File: src/rtl/conv_pkg.sv
// Shared types and size helpers for the conv layer parameter loader.
// Sizes derive from layer shape, fold factor and beat width.
package conv_pkg;

  typedef enum logic [2:0] {
    IDLE,
    LOAD_W,
    COMMIT_W,
    LOAD_TH,
    COMMIT_TH,
    DONE
  } ld_state_t;

  function automatic int fold_log_f(input int fold);
    return (fold == 1) ? 1 : $clog2(fold);
  endfunction

  function automatic int result_width_f(
    input int maj,
    input int ch_in,
    input int k_s
  );
    return (maj != 0) ? $clog2(ch_in * k_s)
                      : $clog2(ch_in * k_s * k_s);
  endfunction

  function automatic int w_size_f(
    input int ch_in,
    input int k_s,
    input int ch_out,
    input int fold
  );
    return ch_in * k_s * k_s * ((fold == 1) ? 1 : ch_out / fold);
  endfunction

  function automatic int th_size_f(
    input int rw,
    input int ch_out,
    input int fold
  );
    return rw * ((fold == 1) ? 1 : ch_out / fold);
  endfunction

  function automatic int beats_f(input int size, input int sw);
    return (size + sw - 1) / sw;
  endfunction

endpackage

File: src/rtl/conv_param_loader_word_assembler.sv
// Beat-to-word assembler: first beat is most significant,
// overflow bits of the first beat fall off the top.
module param_word_assembler
  import conv_pkg::*;
#(
  parameter int WIDTH = 36,
  parameter int SW    = 8
) (
  input  logic             clk,
  input  logic             reset,
  input  logic             beat,
  input  logic [SW-1:0]    data,
  output logic [WIDTH-1:0] word,
  output logic             last
);

  localparam int BEATS = beats_f(WIDTH, SW);
  localparam int BW    = (BEATS > 1) ? $clog2(BEATS) : 1;

  logic [BW-1:0] cnt;

  assign last = (cnt == BW'(BEATS - 1));

  // Shift each accepted beat in and wrap the counter on the last one.
  always_ff @(posedge clk or negedge reset) begin
    if (!reset) begin
      cnt  <= '0;
      word <= '0;
    end else if (beat) begin
      word <= WIDTH'({word, data});
      cnt  <= last ? '0 : cnt + 1'b1;
    end
  end

endmodule

File: src/rtl/conv_param_loader.sv
// Streams fold weight then threshold words into the conv layer.
// Build option CONV_PARAM_LOADER_PARITY_EN adds a parity beat per word.
module conv_param_loader
  import conv_pkg::*;
#(
  parameter int Majority_enable = 0,
  parameter int fold            = 1,
  parameter int ch_out          = 64,
  parameter int ch_in           = 64,
  parameter int k_s             = 3,
  parameter int SW              = 16,
  localparam int FOLD_LOG = fold_log_f(fold),
  localparam int RW       = result_width_f(Majority_enable, ch_in, k_s),
  localparam int W_SIZE   = w_size_f(ch_in, k_s, ch_out, fold),
  localparam int TH_SIZE  = th_size_f(RW, ch_out, fold)
) (
  input  logic                clk,
  input  logic                reset,
  input  logic                start,
  input  logic [SW-1:0]       s_data,
  input  logic                s_valid,
  output logic                s_ready,
  output logic [W_SIZE-1:0]   stream_w,
  output logic                stream_w_en,
  output logic [FOLD_LOG-1:0] stream_w_addr,
  output logic [TH_SIZE-1:0]  stream_th,
  output logic                stream_th_en,
  output logic [FOLD_LOG-1:0] stream_th_addr,
  output logic                busy,
  output logic                done
`ifdef CONV_PARAM_LOADER_PARITY_EN
  ,
  output logic                err
`endif
);

  ld_state_t state, state_nxt;
  logic [FOLD_LOG-1:0] fold_cnt, fold_nxt;
  logic w_beat, th_beat, w_last, th_last;
  logic last_fold, word_done, commit_ok, par_ph;

  assign last_fold = (fold_cnt == FOLD_LOG'(fold - 1));
  assign w_beat  = s_ready & s_valid & (state == LOAD_W) & ~par_ph;
  assign th_beat = s_ready & s_valid & (state == LOAD_TH) & ~par_ph;
  assign stream_w_addr  = stream_w_en ? fold_cnt : '0;
  assign stream_th_addr = stream_th_en ? fold_cnt : '0;

  param_word_assembler #(.WIDTH(W_SIZE), .SW(SW)) u_w (
    .clk   (clk),
    .reset (reset),
    .beat  (w_beat),
    .data  (s_data),
    .word  (stream_w),
    .last  (w_last)
  );

  param_word_assembler #(.WIDTH(TH_SIZE), .SW(SW)) u_th (
    .clk   (clk),
    .reset (reset),
    .beat  (th_beat),
    .data  (s_data),
    .word  (stream_th),
    .last  (th_last)
  );

`ifdef CONV_PARAM_LOADER_PARITY_EN
  logic par_ok;

  assign word_done = s_valid & par_ph;
  assign commit_ok = par_ok;

  // Track the trailing parity beat and latch its check result.
  always_ff @(posedge clk or negedge reset) begin
    if (!reset) begin
      par_ph <= 1'b0;
      par_ok <= 1'b0;
      err    <= 1'b0;
    end else begin
      if ((w_beat & w_last) | (th_beat & th_last)) begin
        par_ph <= 1'b1;
      end else if (word_done & s_ready) begin
        par_ph <= 1'b0;
        par_ok <= s_data[0] == ((state == LOAD_W) ? ^stream_w
                                                  : ^stream_th);
      end
      if ((state == IDLE) & start) begin
        err <= 1'b0;
      end else if (((state == COMMIT_W) | (state == COMMIT_TH))
                   & ~par_ok) begin
        err <= 1'b1;
      end
    end
  end
`else
  assign par_ph    = 1'b0;
  assign commit_ok = 1'b1;
  assign word_done = s_valid &
                     ((state == LOAD_W) ? w_last : th_last);
`endif

  // State and fold counter registers.
  always_ff @(posedge clk or negedge reset) begin
    if (!reset) begin
      state    <= IDLE;
      fold_cnt <= '0;
    end else begin
      state    <= state_nxt;
      fold_cnt <= fold_nxt;
    end
  end

  // Sequencing: weights for every fold, thresholds, then done.
  always_comb begin
    state_nxt    = state;
    fold_nxt     = fold_cnt;
    s_ready      = 1'b0;
    stream_w_en  = 1'b0;
    stream_th_en = 1'b0;
    busy         = 1'b0;
    done         = 1'b0;
    unique case (state)
      IDLE: begin
        if (start) begin
          state_nxt = LOAD_W;
          fold_nxt  = '0;
        end
      end
      LOAD_W: begin
        busy    = 1'b1;
        s_ready = 1'b1;
        if (word_done) state_nxt = COMMIT_W;
      end
      COMMIT_W: begin
        busy        = 1'b1;
        stream_w_en = commit_ok;
        if (last_fold) begin
          fold_nxt  = '0;
          state_nxt = LOAD_TH;
        end else begin
          fold_nxt  = fold_cnt + 1'b1;
          state_nxt = LOAD_W;
        end
      end
      LOAD_TH: begin
        busy    = 1'b1;
        s_ready = 1'b1;
        if (word_done) state_nxt = COMMIT_TH;
      end
      COMMIT_TH: begin
        busy         = 1'b1;
        stream_th_en = commit_ok;
        if (last_fold) begin
          fold_nxt  = '0;
          state_nxt = DONE;
        end else begin
          fold_nxt  = fold_cnt + 1'b1;
          state_nxt = LOAD_TH;
        end
      end
      DONE: begin
        done      = 1'b1;
        state_nxt = IDLE;
      end
      default: state_nxt = IDLE;
    endcase
  end

endmodule

File: config.mk
export PLATFORM = sky130hd
export DESIGN_NAME = conv_param_loader
export DESIGN_NICKNAME = d
export VERILOG_FILES = /design/src/rtl/conv_pkg.sv /design/src/rtl/conv_param_loader_word_assembler.sv /design/src/rtl/conv_param_loader.sv
export SDC_FILE = /design/constraint.sdc
export NUM_CORES = 1
export LEC_CHECK = 0
export ABC_CLOCK_PERIOD_IN_PS = 1750
export CAP_MARGIN = 15
export CORE_MARGIN = 3
export CORE_UTILIZATION = 37
export DETAILED_ROUTE_END_ITERATION = 8
export MAX_ROUTING_LAYER = met4
export SYNTH_ARGS = -nofsm -noshare
export SYNTH_HDL_FRONTEND = slang
export SYNTH_SLANG_ARGS = --single-unit
File: constraint.sdc
create_clock -name clk -period 1.75 [get_ports clk]
set_input_delay 0.35 -clock clk [delete_from_list [all_inputs] [get_ports clk]]
set_output_delay 0.35 -clock clk [all_outputs]
set_load 0.02 [all_outputs]
==> impl_results.rst <==
.. list-table::
   :header-rows: 1

   * - Metric
     - Value
   * - Fmax
     - 524.4 MHz
   * - Clk network pwr share
     - 23.3%
   * - Top-level port count
     - 613
   * - Most area-consuming cells after synthesis
     - dfrtp_1 (66%), nand2_1 (29%), buf_2 (1.6%)
   * - Core Util, Final
     - 58.32%
   * - Initial DRC Count
     - 1283
   * - Share of the clock period used by the worst path
     - 109.0%
   * - Port Buffer Count
     - 610
   * - Startpoint Class
     - register
   * - Maximum number of pins on one net before global-route repair
     - 94
   * - Fraction of the mapped netlist area in compound gates
     - 0.2674%
   * - Die height
     - 252.4 um
   * - Largest vdd supply drop
     - 1027 uV
   * - Relative contribution of combinational cells to total power
     - 40.4%
   * - Setup Skew
     - 25.26 ps
   * - Portion of synthesized cell area occupied by the leading cell type
     - 66.30%
   * - Syn avg cell area
     - 8.951 um^2
   * - Highest-count cells in the layout ignoring fill and taps
     - nand2_1 (1553), dfrtp_1 (586), dlygate4sd2_1 (337)
   * - Number of vias per cell after detailed routing
     - 4.854
   * - Sequential share of power
     - 36.4%
   * - Post-synthesis share of cell area spent on and, or, nand and nor gates
     - 29.60%
   * - Clock transition at path regs
     - 60 ps
   * - Multi-input combinational cell area
     - 7585 um^2
   * - Routed wire length
     - 85360 um
   * - Synth Area in Adders
     - 0.05571%
   * - Netlist Area Pre-Place
     - 22460 um^2
   * - Number of clock sinks
     - 595
   * - Area leader, netlist
     - dfrtp_1
   * - GRT Overall Usage
     - 24.58%
   * - Total power divided by cell area
     - 1761 nW/um^2
   * - First-pass iteration count of the detailed router
     - 5
   * - Worst Setup Path Type
     - register to output port
   * - Post-synthesis instance total
     - 2509
   * - Switching Fraction
     - 40.58%
   * - Width of the die
     - 252.4 um
   * - Run status
     - finished, violations left
   * - Final nets
     - 3278
   * - Number of standard-cell rows in the floorplan
     - 89
   * - # Max-Cap Violations
     - 0
   * - Total number of vias
     - 19820
   * - Die area
     - 63690 um^2
   * - Detail Route Antenna Nets
     - 0
   * - Post-route DRC
     - 0
   * - Via count of the first global-routing pass
     - 18950
   * - Commonest non-fill, non-tap cell in the layout
     - nand2_1
   * - Switching power of the nets
     - 24830 uW
   * - Layout area overhead
     - 54.71%
   * - Setup repair after global routing missed its margin
     - yes
   * - Slew Viols, Final
     - 0
   * - CTS buffer count
     - 67
   * - Combinational family with the most area after synthesis
     - simple AND/OR/NAND/NOR gates
   * - Leakage Power
     - 0.02007 uW
   * - Internal portion of total power
     - 36350 uW
   * - Cell total after placement
     - 3876
   * - Final Setup Violations
     - 425
   * - Register bit count reported by yosys
     - 595
   * - Setup TNS
     - -26460 ps
   * - Detail Placement HPWL
     - 56680 um
   * - Sequential share of the synthesized area
     - 66.30%
   * - Sequential Area
     - 14900 um^2
   * - Arrival time at the worst endpoint
     - 1560 ps
   * - CTS root buf
     - clkbuf_16
   * - Skew-Pair Late Insertion Delay
     - 600 ps
   * - Failing checks
     - setup timing
   * - Post-layout min period
     - 1907 ps
   * - Number of synthesis warnings
     - 0
   * - Global-route wire length before repair
     - 116800 um
   * - XOR/XNOR share of the synthesized area
     - 0.1170%
   * - Worst Setup Slack, final
     - -157.1 ps
   * - Hold violation total from the final report
     - 0
   * - Placeable core region
     - 59580 um^2
   * - Share of layout cells above drive strength 1
     - 19.01%
   * - Effective utilization at floorplan
     - 37.70%
   * - Kind of end point of the critical path
     - output port
   * - Class of the tightest hold or removal check
     - input pin to asynchronous set/reset pin
   * - Worst-path fanout max
     - 2
   * - Proportion of synthesized area in mux cells
     - 0.5014%
   * - Gpl congestion
     - 0.9302
   * - Distinct cell type count of the synthesized netlist
     - 33
   * - Bufs on Longest Clock Path
     - 3
   * - Number of antenna violations at the first check in global routing
     - 1
   * - Register-to-register setup slack
     - -140 ps
   * - Congestion Overflow GR
     - 0
   * - DR WL/cell
     - 20.91 um
   * - Data required time at the worst endpoint
     - 1400 ps
   * - CTS H-Tree Depth
     - 3
   * - Count of placed standard cells in the final layout, fillers left out
     - 4083
   * - CTS tree
     - yes
   * - # fillers
     - 5194
## stage by stage
stage	hold WS [ps]	setup WS (ps)	area, um^2	total power, uW
floorplan	54.41	161.0	22460	31320
global placement	289.7	-256.7	30220	44580
detailed placement	289.1	-269.5	30220	44800
CTS	238.2	-193.0	32280	57140
global route	273.9	-247.3	34750	64030
finish	263.8	-157.1	34750	61170
## cell families after synthesis
group	count (synthesis)
xor+xnor	3
fa+ha+maj	1
other cells	1
buf+inv	136
compound gates	9
mux	10
flops	595
simple gates	1754
## timing repair
| action | CTS | global route |
|---|---|---|
| endpoints found under the hold margin | 23 | 0 |
| cloned | 1 | 61 |
| resized for setup | 955 | 325 |
| hold buffers | 1 | 0 |
| endpoints found under the setup margin | 674 | 368 |
| pin swaps | 2 | 154 |
| buffers inserted | 4 | 19 |
## cells in the mapped netlist
cell type     n
nand2_1    1734
dfrtp_1     595
buf_2        73
clkbuf_1     39
buf_6        11
mux2_2       10
buf_1         7
and2_1        3
buf_4         3
nor2_1        3
o21ai_0       3
xnor2_1       3
a211o_1       2
inv_1         2
nand2b_1      2
nand3_1       2
a211oi_1      1
a21o_1        1
a21oi_1       1
and3_1        1
and4_1        1
buf_8         1
conb_1        1
ha_1          1
nand4_1       1
nand4_2       1
nand4b_1      1
nand4bb_1     1
nor2b_1       1
nor3b_1       1
nor4b_1       1
nor4bb_1      1
o211ai_1      1
## final timing paths
kind	from	end	cells after the start
setup / recovery	state[0]	busy	4
hold / removal	reset	u_w.word[570]	2
setup reg to reg	state[2]	u_w.word[89]	8
hold reg to reg	u_w.word[565]	u_w.word[565]	2
max in group asynchronous	reset	u_w.word[378]	3
min in group clk	s_data[12]	u_w.word[12]	3
## power by group through the flow
| stage | logic, uW | clock network (uW) | registers (uW) |
|---|---|---|---|
| 2_1_floorplan | 5940 | 0 | 25400 |
| 3_3_place_gp | 22500 | 0 | 22100 |
| 3_5_place_dp | 22700 | 0 | 22100 |
| 4_1_cts | 20700 | 14500 | 21900 |
| 5_1_grt | 26300 | 15100 | 22700 |
| 6_report | 24700 | 14200 | 22200 |
## metal layers
metal | up-vias | wire [um] | GRT usage (%)
met3 | 126 | 6602 | 7.378
met1 | 9867 | 34860 | 29.77
met4 | 0 | 2291 | 8.339
met5 | - | 0 | -
met2 | 686 | 41600 | 39.44
li1 | 9139 | - | -
## sequential cells by signal, indices dropped and copies added, names as in the netlist
name and count:
state 3, u_w.word 576, u_w.cnt 6, u_th.word 10
## critical path: stages, from the launching register on
cell,delay (ps)
dfrtp_1,400
nor2_2,160
xnor2_1,140
buf_4,160
buf_6,110
## cell type report
class                   instances  area share [%]
diodes                          1        0.007202
clock inverters                24          0.7022
multi-input cells            1779           21.83
repair buffers                812           26.01
inverters                       2         0.02161
flip-flops and latches        595           42.88
clock buffers                  97           5.765
well taps                     773           2.783
Note: power is estimated with default switching activity, not from simulation.
